**src/rtl/proto_sel_pkg.sv**
```systemverilog
// Shared types and constants for the protocol channel-select controller.
package proto_sel_pkg;

  typedef enum logic [1:0] {
    IDLE   = 2'd0,
    ARMED  = 2'd1,
    ACTIVE = 2'd2
  } sel_state_t;

  // Bit positions inside the registered host pulse vector
  localparam int PLS_ACK  = 0;
  localparam int PLS_ERR  = 1;
  localparam int PLS_DONE = 2;
  localparam int PLS_TMO  = 3;
  localparam int NUM_PLS  = 4;

  function automatic int sel_clog2(input int n);
    int r;
    r = 0;
    for (int i = 0; i < 31; i++)
      if ((1 << i) < n) r = i + 1;
    return r;
  endfunction

endpackage

```
**src/rtl/protocol_select_ctrl_if.sv**
```systemverilog
// Host/engine-facing signal bundle of the channel-select controller.
interface protocol_select_ctrl_if #(
  parameter int NUM_CH = 3,
  parameter int MODE_W = 2,
  parameter int TMO_W  = 16
);
  logic [MODE_W-1:0] mode;
  logic              mode_req;
  logic [NUM_CH-1:0] ch_reset;
  logic [NUM_CH-1:0] ch_busy;
  logic [NUM_CH-1:0] ch_valid;
  logic [TMO_W-1:0]  tmo_limit;
  logic [NUM_CH-1:0] select;
  logic [MODE_W-1:0] active_ch;
  logic              bound;
  logic              mode_ack;
  logic              mode_err;
  logic              done;
  logic              tmo_err;
  logic [1:0]        state;

  modport master (
    output mode, mode_req, ch_reset, ch_busy, ch_valid, tmo_limit,
    input  select, active_ch, bound, mode_ack, mode_err, done, tmo_err, state
  );

  modport slave (
    input  mode, mode_req, ch_reset, ch_busy, ch_valid, tmo_limit,
    output select, active_ch, bound, mode_ack, mode_err, done, tmo_err, state
  );
endinterface

```
**src/rtl/sel_watchdog.sv**
```systemverilog
// Busy watchdog: counts busy cycles of the bound transfer, flags the limit.
module sel_watchdog #(
  parameter int TMO_W = 16
) (
  input  logic             clk,
  input  logic             reset,
  input  logic             clr,
  input  logic             inc,
  input  logic [TMO_W-1:0] limit,
  output logic             expire
);
  logic [TMO_W-1:0] cnt;

  always_ff @(posedge clk) begin
    if (reset || clr)
      cnt <= '0;
    else if (inc && cnt != '1)
      cnt <= cnt + TMO_W'(1);
  end

  // A limit of zero disables the watchdog entirely
  assign expire = (limit != '0) && (cnt == limit - TMO_W'(1));

endmodule

```
**src/rtl/protocol_select_ctrl.sv**
```systemverilog
// Binds one protocol engine as the active channel and drives the pin-mux select.
module protocol_select_ctrl
  import proto_sel_pkg::*;
#(
  parameter int NUM_CH = 3,
  parameter int MODE_W = sel_clog2(NUM_CH),
  parameter int TMO_W  = 16
) (
  input logic                   clk,
  input logic                   reset,
  protocol_select_ctrl_if.slave bus
);
  sel_state_t          state_q, state_n;
  logic [MODE_W-1:0]   ch_q, ch_n;
  logic [NUM_CH-1:0]   sel_q, sel_n;
  logic [NUM_PLS-1:0]  pls_q, pls_n;
  logic                wd_clr, wd_inc, wd_exp;
  logic                mode_ok, c_rst, c_busy, c_valid;

  assign mode_ok = {1'b0, bus.mode} < (MODE_W+1)'(NUM_CH);
  assign c_rst   = bus.ch_reset[ch_q];
  assign c_busy  = bus.ch_busy[ch_q];
  assign c_valid = bus.ch_valid[ch_q];

  sel_watchdog #(.TMO_W(TMO_W)) u_wd (
    .clk    (clk),
    .reset  (reset),
    .clr    (wd_clr),
    .inc    (wd_inc),
    .limit  (bus.tmo_limit),
    .expire (wd_exp)
  );

  always_comb begin
    state_n = state_q;
    ch_n    = ch_q;
    pls_n   = '0;
    wd_clr  = 1'b0;
    wd_inc  = 1'b0;
    case (state_q)
      IDLE: begin
        if (bus.mode_req) begin
          if (mode_ok) begin
            ch_n           = bus.mode;
            pls_n[PLS_ACK] = 1'b1;
            state_n        = ARMED;
          end else begin
            pls_n[PLS_ERR] = 1'b1;
          end
        end
      end
      ARMED: begin
        if (bus.mode_req) begin
          if (mode_ok) begin
            ch_n           = bus.mode;
            pls_n[PLS_ACK] = 1'b1;
          end else begin
            pls_n[PLS_ERR] = 1'b1;
          end
        end else if (!c_rst && c_busy) begin
          state_n = ACTIVE;
          wd_clr  = 1'b1;
        end
      end
      ACTIVE: begin
        // Rebinding mid-transfer is refused, the transfer itself carries on
        pls_n[PLS_ERR] = bus.mode_req;
        if (c_rst) begin
          state_n = ARMED;
        end else if (c_busy) begin
          if (wd_exp) begin
            pls_n[PLS_TMO] = 1'b1;
            state_n        = ARMED;
          end else begin
            wd_inc = 1'b1;
          end
        end else if (c_valid) begin
          pls_n[PLS_DONE] = 1'b1;
          state_n         = ARMED;
        end
      end
      default: state_n = IDLE;
    endcase
    sel_n = (state_n == ACTIVE) ? (NUM_CH'(1) << ch_n) : '0;
  end

  always_ff @(posedge clk) begin
    if (reset) begin
      state_q <= IDLE;
      ch_q    <= '0;
      sel_q   <= '0;
      pls_q   <= '0;
    end else begin
      state_q <= state_n;
      ch_q    <= ch_n;
      sel_q   <= sel_n;
      pls_q   <= pls_n;
    end
  end

  assign bus.select    = sel_q;
  assign bus.active_ch = ch_q;
  assign bus.bound     = (state_q != IDLE);
  assign bus.mode_ack  = pls_q[PLS_ACK];
  assign bus.mode_err  = pls_q[PLS_ERR];
  assign bus.done      = pls_q[PLS_DONE];
  assign bus.tmo_err   = pls_q[PLS_TMO];
  assign bus.state     = state_q;

endmodule

```
**src/flat_wrapper.sv**
```systemverilog
// flat-port wrapper written by rule: the top's interface ports become plain ports
module protocol_select_ctrl_flat import proto_sel_pkg::*;
#(
  parameter int NUM_CH = 3,
  parameter int MODE_W = sel_clog2(NUM_CH),
  parameter int TMO_W  = 16
)
  (clk, reset, bus_mode, bus_mode_req, bus_ch_reset, bus_ch_busy, bus_ch_valid, bus_tmo_limit, bus_select, bus_active_ch, bus_bound, bus_mode_ack, bus_mode_err, bus_done, bus_tmo_err, bus_state);
  protocol_select_ctrl_if #(.NUM_CH(NUM_CH), .MODE_W(MODE_W), .TMO_W(TMO_W)) bus_i ();
  input logic clk;
  input logic reset;
  input wire logic [$bits(bus_i.mode)-1:0] bus_mode;
  input wire logic [$bits(bus_i.mode_req)-1:0] bus_mode_req;
  input wire logic [$bits(bus_i.ch_reset)-1:0] bus_ch_reset;
  input wire logic [$bits(bus_i.ch_busy)-1:0] bus_ch_busy;
  input wire logic [$bits(bus_i.ch_valid)-1:0] bus_ch_valid;
  input wire logic [$bits(bus_i.tmo_limit)-1:0] bus_tmo_limit;
  output wire logic [$bits(bus_i.select)-1:0] bus_select;
  output wire logic [$bits(bus_i.active_ch)-1:0] bus_active_ch;
  output wire logic [$bits(bus_i.bound)-1:0] bus_bound;
  output wire logic [$bits(bus_i.mode_ack)-1:0] bus_mode_ack;
  output wire logic [$bits(bus_i.mode_err)-1:0] bus_mode_err;
  output wire logic [$bits(bus_i.done)-1:0] bus_done;
  output wire logic [$bits(bus_i.tmo_err)-1:0] bus_tmo_err;
  output wire logic [$bits(bus_i.state)-1:0] bus_state;
  assign bus_i.mode = bus_mode;
  assign bus_i.mode_req = bus_mode_req;
  assign bus_i.ch_reset = bus_ch_reset;
  assign bus_i.ch_busy = bus_ch_busy;
  assign bus_i.ch_valid = bus_ch_valid;
  assign bus_i.tmo_limit = bus_tmo_limit;
  assign bus_select = bus_i.select;
  assign bus_active_ch = bus_i.active_ch;
  assign bus_bound = bus_i.bound;
  assign bus_mode_ack = bus_i.mode_ack;
  assign bus_mode_err = bus_i.mode_err;
  assign bus_done = bus_i.done;
  assign bus_tmo_err = bus_i.tmo_err;
  assign bus_state = bus_i.state;
  protocol_select_ctrl #(.NUM_CH(NUM_CH), .MODE_W(MODE_W), .TMO_W(TMO_W)) u_core (.clk(clk), .reset(reset), .bus(bus_i));
endmodule
```
**config.mk**
```make
export PLATFORM = sky130hd
export DESIGN_NAME = protocol_select_ctrl_flat
export DESIGN_NICKNAME = d
export VERILOG_FILES = /design/src/rtl/proto_sel_pkg.sv /design/src/rtl/protocol_select_ctrl_if.sv /design/src/rtl/sel_watchdog.sv /design/src/rtl/protocol_select_ctrl.sv /design/src/flat_wrapper.sv
export SDC_FILE = /design/constraint.sdc
export NUM_CORES = 1
export LEC_CHECK = 0
export BUFFER_PORTS_ARGS = -buffer_cell sky130_fd_sc_hd__buf_2
export CORE_MARGIN = 10
export CORE_UTILIZATION = 31
export DETAILED_ROUTE_END_ITERATION = 8
export PLACE_DENSITY_LB_ADDON = 0.2
export SLEW_MARGIN = 20
export SYNTH_ARGS = -nofsm -noshare
export SYNTH_HDL_FRONTEND = slang
export SYNTH_HIERARCHICAL = 1
export SYNTH_SLANG_ARGS = --single-unit
```
**constraint.sdc**
```tcl
create_clock -name clk -period 6.14 [get_ports clk]
set_input_delay 1.535 -clock clk [delete_from_list [all_inputs] [get_ports clk]]
set_output_delay 1.535 -clock clk [all_outputs]
set_load 0.01 [all_outputs]
```
==> results.yml <==
run_status:
  outcome: "finished, final reports clean"
clock_tree:
  clkTransAtPathRegs_ns: 0.09
  clock_latency_ns: 0.27
  cts-root-buf: "clkbuf_8"
  h-tree-depth: 1
  ctsHoldBuffers: 0
  cts_buffers: 3
  cts_resized: 0
  post_cts_buffers: 0
  cts_tree: "built"
  clk_path_buf_depth: 2
  cts_sinks: 27
logic_synthesis:
  synth_cell_type_count: 63
  ys.flop_type: "dfxtp_1"
  ys_seq_area_share_pct: 27.7
  synthCells: 233
  async_flop_share_pct: 0
  yosys.area.top_type_share_pct: 27.7
  avgSynthCellArea_um2: 8.37
  syn_area_mm2: 0.00195
  syn-num-nets: 266
  synth_warnings: 6
  synth-seq-cells: 27
  ys_top_cells_by_area: "dfxtp_1, xnor2_1, xor2_1"
  yosysTopAreaCell: "dfxtp_1"
  synth_edf_count: 0
sta:
  drv_slew: 0
  max_freq_mhz: 207
  finalHoldViolations: 0
  layout_min_cycle_time_ns: 4.83
  finalSetupViolations: 0
  hold_ws_ns: 0.532
  finClkSkew_ns: 0.00432
  min_period_over_period_pct: 78.7
  max_slew_margin_pct: 58.4
  rsz0062_at_grt: "no"
  layout_setup_ws_ns: 1.31
  final.setup.tns_ns: 0
  worst_slew_pin_slew_ns: 0.620
global_route:
  overflow: 0
  antenna_found_initial: 0
  grt_use_total_pct: 9.75
  grt_start_max_net_pins: 17
  grt_pass1_wl_um: 8110
  grt_pass1_vias: 1724
pwr:
  p_leak_nw: 0.873
  vdd_drop_max_uv: 67.5
  power_density_mw_per_mm2: 155
run:
  drv_cap: 0
worst_setup_path:
  cp.required_ns: 6.35
  crit_start: "bus_tmo_limit[0]"
  cp-start-kind: "input pin"
  setup.worst_path.end_class: "register"
  crit_chain: "buf_2 -> inv_1 -> ha_1 -> or4b_4 -> nor4_2 -> xnor2_1 -> a221oi_2 -> nand3_1 -> nor4b_4 -> or3b_1 -> nor2_1 -> nand4_1 -> a211o_1 -> or3_1 -> a21oi_1"
  critical-path-max-stage-delay_ns: 0.52
  r2r_start: "u_core/u_wd/cnt[12]$_SDFFE_PP0P_"
  arrival_ns: 5.04
  critPathMaxFanout: 9
  crit_type: "in -> reg"
  cp_slowest_cell: "or4b_4"
routing:
  detail-route-antenna-nets: 0
  drt_iter0_drc: 89
  viasPerCell: 5.14
  dr.pass1.iters: 4
  detail_route.wl_per_cell_um: 14.0
  vias: 1774
  postRouteWirelength_um: 4830
  drc: 0
floorplanning:
  die_area_mm2: 0.00986
  fp.dieH_um: 99.3
  row_count: 28
  core_mm2: 0.00603
  initial_utilization_pct: 32.4
  ios: 42
  die_x_um: 99.3
final_layout:
  fill_cells: 616
  fin_area_mm2: 0.00225
  multi_input_comb_area_mm2: 0.00133
  fin_cells: 345
  seqCellArea_um2: 541
  syn_to_final_growth_pct: 15.3
  n_antenna_cell: 0
  fin_nets: 304
  final_cell_mix: "buf_2, nor2_1, dfxtp_1"
  final_common_cell: "buf_2"
  drive_gt1_share_pct: 22.6
placement:
  place_area_mm2: 0.00220
  pre_cts_slack_ns: 1.05
  hpwl_um: 3840
  numPortBuffers: 41
  dpl.cell_count: 341
  routabilityCongestion: 0.801
hold_path:
  holdCritStartpoint: "u_core/u_wd/cnt[13]$_SDFFE_PP0P_"
  hp-class: "reg -> reg"
sequential cells by signal (all words and copies together), names as in the netlist:
register / flops
u_core/bus.state: 2
u_core/bus.select: 3
u_core/pls_q: 4
u_core/u_wd/cnt: 16
u_core/bus.active_ch: 2
worst paths after layout:
kind | slack [ns] | cells after the start | end
worst min register to register | 0.53 | 2 | u_core/u_wd/cnt[13]$_SDFFE_PP0P_
worst max register to register | 3.02 | 12 | u_core/u_wd/cnt[15]$_SDFFE_PP0P_
worst min-delay path | 0.53 | 2 | u_core/u_wd/cnt[13]$_SDFFE_PP0P_
worst max-delay path | 1.31 | 15 | u_core/u_wd/cnt[15]$_SDFFE_PP0P_
power by group:
group | total, mW | switching, mW | internal, mW
clock | 0.101 | 0.0545 | 0.0465
sequential | 0.181 | 0.00388 | 0.177
combinational | 0.0667 | 0.0380 | 0.0287
logic make-up after synthesis:
kind of cell / synth area share (%)
compound gates: 15.3
xor+xnor: 13.9
fa+ha+maj: 1.93
buf+inv: 3.91
flops: 27.7
mux: 4.43
simple gates: 32.8
per-stage QoR:
stage	util, %	power [mW]
floorplan	-	0.227
CTS	37.3	0.355
global route	37.3	0.372
global placement	36.5	0.252
detailed placement	36.5	0.252
finish	37.3	0.349
worst max-delay path, delay by kind of cell:
| family | cells | cell delay, ns |
|---|---|---|
| buf+inv | 2 | 0.20 |
| compound gates | 3 | 0.55 |
| fa+ha+maj | 1 | 0.23 |
| simple gates | 8 | 2.33 |
| xor+xnor | 1 | 0.20 |
Yosys cell counts, types with 4 or more instances:
library cell,count
and3_1,6
mux2i_1,6
nand3_1,10
a21oi_1,12
nand2_1,19
inv_1,7
nor2_1,31
nand4_1,5
dfxtp_1,27
xnor2_1,16
o21ai_0,4
xor2_1,15
clkbuf_1,4
nor3_1,7
cell type report:
class | instances | share of cell area [%]
multi-input combinational | 190 | 59.3
clock buffer | 4 | 2.00
timing repair buffer | 41 | 9.13
tap | 75 | 4.18
inverter | 8 | 1.34
sequential | 27 | 24.1
per-layer routing:
metal	vias to the layer above	part of all wire [%]	GRT usage, %	wire length, µm
met5	-	0	0	0
met4	0	1.6	3.97	76
met3	5	5.6	2.70	272
met2	40	46	15.3	2200
met1	811	47	12.2	2280
li1	918	-	-	-
No activity file was read; power rests on OpenSTA's default activity.
